`src/rtl/ram_access_ctrl.sv`:
```
// Sequencer for the 8x8 RAM macro: precharge, then word-line access with write drive
// or sense, then a one-cycle done. All outputs are registered from the next-state decode.
module ram_access_ctrl #(
  parameter int PRE_CYC = 1,
  parameter int WL_CYC  = 2
) (
  input  logic       clk,
  input  logic       rst,
  input  logic       req,
  input  logic       we,
  input  logic [2:0] addr,
  input  logic [7:0] wdata,
  input  logic [7:0] sa_out,
  output logic       busy,
  output logic       done,
  output logic [7:0] rdata,
  output logic [2:0] dec_a,
  output logic       dec_en,
  output logic       pre_en,
  output logic       wd_en,
  output logic [7:0] wbl,
  output logic       sa_en
);

  typedef enum logic [1:0] {
    S_IDLE = 2'd0,
    S_PRE  = 2'd1,
    S_ACC  = 2'd2,
    S_DONE = 2'd3
  } state_t;

  localparam logic [3:0] PRE_LD = 4'(PRE_CYC - 1);
  localparam logic [3:0] WL_LD  = 4'(WL_CYC - 1);

  state_t     r_state;
  state_t     w_state_nxt;
  logic [3:0] r_cnt;
  logic [3:0] w_cnt_nxt;
  logic       r_we;
  logic [7:0] r_wdata;
  logic       w_accept;

  logic       w_busy_nxt;
  logic       w_done_nxt;
  logic       w_pre_nxt;
  logic       w_dec_nxt;
  logic       w_wd_nxt;
  logic       w_sa_nxt;
  logic [7:0] w_wbl_nxt;
  logic [2:0] w_deca_nxt;
  logic [7:0] w_rdata_nxt;

  assign w_accept = (r_state == S_IDLE) && req;

  always_ff @(posedge clk or posedge rst) begin
    if (rst) begin
      r_state <= S_IDLE;
      r_cnt   <= 4'd0;
      r_we    <= 1'b0;
      r_wdata <= 8'd0;
    end else begin
      r_state <= w_state_nxt;
      r_cnt   <= w_cnt_nxt;
      if (w_accept) begin
        r_we    <= we;
        r_wdata <= wdata;
      end
    end
  end

  always_comb begin
    w_state_nxt = r_state;
    w_cnt_nxt   = r_cnt;
    case (r_state)
      S_IDLE: begin
        if (req) begin
          w_state_nxt = S_PRE;
          w_cnt_nxt   = PRE_LD;
        end else begin
          w_state_nxt = S_IDLE;
        end
      end
      S_PRE: begin
        if (r_cnt == 4'd0) begin
          w_state_nxt = S_ACC;
          w_cnt_nxt   = WL_LD;
        end else begin
          w_cnt_nxt = r_cnt - 4'd1;
        end
      end
      S_ACC: begin
        if (r_cnt == 4'd0) begin
          w_state_nxt = S_DONE;
          w_cnt_nxt   = 4'd0;
        end else begin
          w_cnt_nxt = r_cnt - 4'd1;
        end
      end
      S_DONE: begin
        w_state_nxt = S_IDLE;
      end
      default: begin
        w_state_nxt = S_IDLE;
        w_cnt_nxt   = 4'd0;
      end
    endcase
  end

  // Outputs are decoded from the upcoming state so they line up with it after the edge
  always_comb begin
    w_busy_nxt  = (w_state_nxt != S_IDLE);
    w_done_nxt  = (w_state_nxt == S_DONE);
    w_pre_nxt   = (w_state_nxt == S_PRE);
    w_dec_nxt   = (w_state_nxt == S_ACC);
    w_wd_nxt    = w_dec_nxt && r_we;
    w_sa_nxt    = w_dec_nxt && !r_we && (w_cnt_nxt == 4'd0);
    w_wbl_nxt   = 8'd0;
    w_deca_nxt  = dec_a;
    w_rdata_nxt = rdata;
    if (w_wd_nxt) begin
      w_wbl_nxt = r_wdata;
    end else begin
      w_wbl_nxt = 8'd0;
    end
    if (w_accept) begin
      w_deca_nxt = addr;
    end else begin
      w_deca_nxt = dec_a;
    end
    if ((r_state == S_ACC) && (r_cnt == 4'd0) && !r_we) begin
      w_rdata_nxt = sa_out;
    end else begin
      w_rdata_nxt = rdata;
    end
  end

  always_ff @(posedge clk or posedge rst) begin
    if (rst) begin
      busy   <= 1'b0;
      done   <= 1'b0;
      pre_en <= 1'b0;
      dec_en <= 1'b0;
      wd_en  <= 1'b0;
      sa_en  <= 1'b0;
      wbl    <= 8'd0;
      dec_a  <= 3'd0;
      rdata  <= 8'd0;
    end else begin
      busy   <= w_busy_nxt;
      done   <= w_done_nxt;
      pre_en <= w_pre_nxt;
      dec_en <= w_dec_nxt;
      wd_en  <= w_wd_nxt;
      sa_en  <= w_sa_nxt;
      wbl    <= w_wbl_nxt;
      dec_a  <= w_deca_nxt;
      rdata  <= w_rdata_nxt;
    end
  end

endmodule

```
`config.mk`:
```
export PLATFORM = sky130hd
export DESIGN_NAME = ram_access_ctrl
export DESIGN_NICKNAME = d
export VERILOG_FILES = /design/src/rtl/ram_access_ctrl.sv
export SDC_FILE = /design/constraint.sdc
export NUM_CORES = 1
export LEC_CHECK = 0
export CAP_MARGIN = 20
export CORE_AREA = 2 2 67 69
export DETAILED_ROUTE_END_ITERATION = 6
export DIE_AREA = 0 0 69 71
export PLACE_DENSITY_LB_ADDON = 0.12
export SLEW_MARGIN = 20
export SYNTH_ARGS = -nofsm -noshare
export SYNTH_HDL_FRONTEND = slang
export SYNTH_SLANG_ARGS = --single-unit
```
`constraint.sdc`:
```
create_clock -name clk -period 2.2 [get_ports clk]
set_input_delay 0.44 -clock clk [delete_from_list [all_inputs] [get_ports clk]]
set_output_delay 0.44 -clock clk [all_outputs]
set_load 0.02 [all_outputs]
```
==> summary.txt <==
Floorplanning
  • Chip width: ~69 um
  • Die height: just over 70 um
  • IO Count: between 40 and 50
  • Die Area: slightly below 5000 um^2
  • Initial core utilization: 0.3753
  • # rows: 24
  • Core footprint: approximately 4200 um^2

Worst hold path
  • Hold Path Origin: r_wdata[3]
  • Tightest Hold Check Type: flip-flop to flip-flop

Timing
  • Fin crit share: 0.9414
  • Fin. max-slew vios: 0
  • Worst slew pin tran: 0.5218 ns
  • Fmax: ~480 MHz
  • Unrepaired setup endpoints after global routing: no
  • Endpoints failing hold: 0
  • Setup_tns: 0 ns
  • Final setup skew: a little under 0.003 ns
  • Setup violations, final: 0
  • Minimum clock period after layout: between 2 and 2.5 ns
  • Hold Slack: ~0.50 ns
  • Rel. slew slack: 0.6494

Yosys
  • Cells after Synth: 117
  • Cell variety after synth: 27
  • Mapped Area: 1578 um^2
  • Syn Area/Cell: between 10 and 15 um^2
  • Post-synthesis sequential area ratio: 0.6344
  • Synth warnings: 0
  • Syn nets: between 100 and 150
  • Synthesis-stage register bit count: 40

Job
  • Max-cap violations: 0

Global routing
  • Vias in the first global route: around 1200
  • Total track usage: 0.1379
  • Largest net degree at the start of global routing: roughly 40
  • First-pass GRT wire length: around 5200 um
  • GRT Residual Overflow: 0
  • Initial antenna violation count: 0

Critical path
  • Worst-path fanout max: 8
  • CP arrival: approximately 2.2 ns
  • Crit Reg-Reg Startpoint: r_cnt[0]
  • Startpoint types: flip-flop
  • Type of the worst setup path: flip-flop to flip-flop
  • Crit path launch: r_cnt[0]
  • Critical Path Sink Type: flip-flop
  • CP required: between 2 and 2.5 ns

Drt
  • Residual DRC: 0
  • Final WL: a little under 3000 um
  • Vias: 1087
  • Post-DRT Antenna Nets: 0
  • Initial DRC count: 54
  • Vias per cell: 4.941
  • Avg WL per Cell: between 10 and 15 um
  • 1st-pass router iterations: 2

Clock network
  • Clock sink count: 40
  • H-tree levels: 2
  • Hold-fix buffers, CTS: 0
  • Cts bufs inserted: 5
  • Clock Path Buffers: 2
  • Clock root buffer: clkbuf_8
  • CTS clk-pin slew, worst paths: approximately 0.070 ns
  • Post-CTS setup buffers: 0
  • CTS tree: built
  • Post_cts resized: 0
  • Clk Latency, worst-skew pair: 0.28 ns

Final layout
  • Non-filler instance count after layout: between 200 and 250
  • Layout cell share with drive strength beyond 1: 0.1964
  • Layout area overhead: 38.94%
  • Final instance area: ~2200 um^2
  • Most frequent cells in the layout: 47 x clkdlybuf4s50_1, 40 x dfrtp_1, 20 x mux2_2
  • # diodes: 0
  • Nets: approximately 190
  • Commonest non-fill, non-tap cell in the layout: clkdlybuf4s50_1

Place
  • GPL Wtd Cong: ~0.73
  • Hpwl dp: 2103 um
  • Post-DP Area: about 2100 um^2
  • Placed insts: around 210
  • I/O Buffers: between 40 and 50

Power
  • Total Power: between 2000 and 3000 uW
  • Maximum VDD drop: 0.6233 mV
  • PD cells: between 1000 and 1500 nW/um^2
  • Reported leakage power: about 0.00098 uW

Status
  • Status: completed
## per-layer routing
| metal | vias up | part of all wire | track usage |
|---|---|---|---|
| met3 | 7 | 0.065 | 0.05271 |
| met4 | 0 | 0.019 | 0.05882 |
| li1 | 512 | - | - |
| met2 | 41 | 0.48 | 0.2329 |
| met1 | 527 | 0.44 | 0.1572 |
| met5 | - | 0 | 0 |
## worst max-delay path, stage by stage, from the launching register on
cell	delay (ns)
dfrtp_1	0.41
inv_1	0.07
ha_1	0.19
or3b_1	0.47
nor3_4	0.42
mux2_2	0.39
## sequential cells by signal, summed over array words and instances (netlist names)
| name | count |
|---|---|
| r_state | 2 |
| wbl | 8 |
| r_cnt | 4 |
| r_we | 1 |
| dec_en | 1 |
| r_wdata | 8 |
| rdata | 8 |
| pre_en | 1 |
| dec_a | 3 |
| wd_en | 1 |
| sa_en | 1 |
| busy | 1 |
| done | 1 |
## through the flow
| step | worst slack [ns] | utilization |
|---|---|---|
| final | 0.1289 | 0.5214 |
| after global routing | 0.03629 | 0.5214 |
| after CTS | 0.1084 | 0.5214 |
| after detailed placement | 0.1211 | 0.5030 |
| after global placement | 0.2328 | 0.5030 |
| after floorplan | 0.3107 | - |
## logic make-up after synthesis
group	count (synthesis)	share of synthesized area
buf+inv	11	0.02855
fa+ha+maj	2	0.01427
mux	20	0.1427
xor+xnor	1	0.005552
compound gates	14	0.05551
flops	40	0.6344
simple gates	29	0.1190
## path summary, 6_finish.rpt
| kind | endpoint | slack (ns) | cells after the start |
|---|---|---|---|
| min reg2reg | wbl[3] | 0.50 | 1 |
| max reg2reg | rdata[7] | 0.13 | 5 |
| min in group asynchronous | r_cnt[0] | 0.60 | 3 |
| max in group asynchronous | r_wdata[5] | 1.27 | 3 |
| min | wbl[3] | 0.50 | 1 |
| max | rdata[7] | 0.13 | 5 |
## layout make-up
type	count	area, um^2
fillers	377	2012
flip-flops and latches	40	1001
multi-input cells	66	536.8
repair buffers	50	493.0
clock buffers	6	72.57
well taps	52	65.06
inverters	5	18.77
clock inverters	1	5.005
## power by group
group	internal [uW]	switching, uW
registers	1030	193
logic	646	583
clock network	215	225
total	1890	1000
## cells in the mapped netlist, drive strengths merged
cell,number,area (um^2)
a211oi,2,15.01
a21o,1,7.510
a21oi,3,15.01
a221o,1,11.26
and2,2,12.51
and3,8,50.05
buf,3,15.01
clkbuf,3,11.26
dfrtp,40,1001
ha,1,12.51
inv,5,18.77
maj3,1,10.01
mux2,20,225.2
nand2,3,11.26
nand2b,1,6.260
nand4b,1,8.760
nor2,2,7.510
nor2b,3,18.77
nor3,3,26.28
nor3b,3,22.52
nor4,1,6.260
o2111ai,1,8.760
o21ai,6,30.03
or3b,2,17.52
xnor2,1,8.760
(Power assumes the default switching activity.)
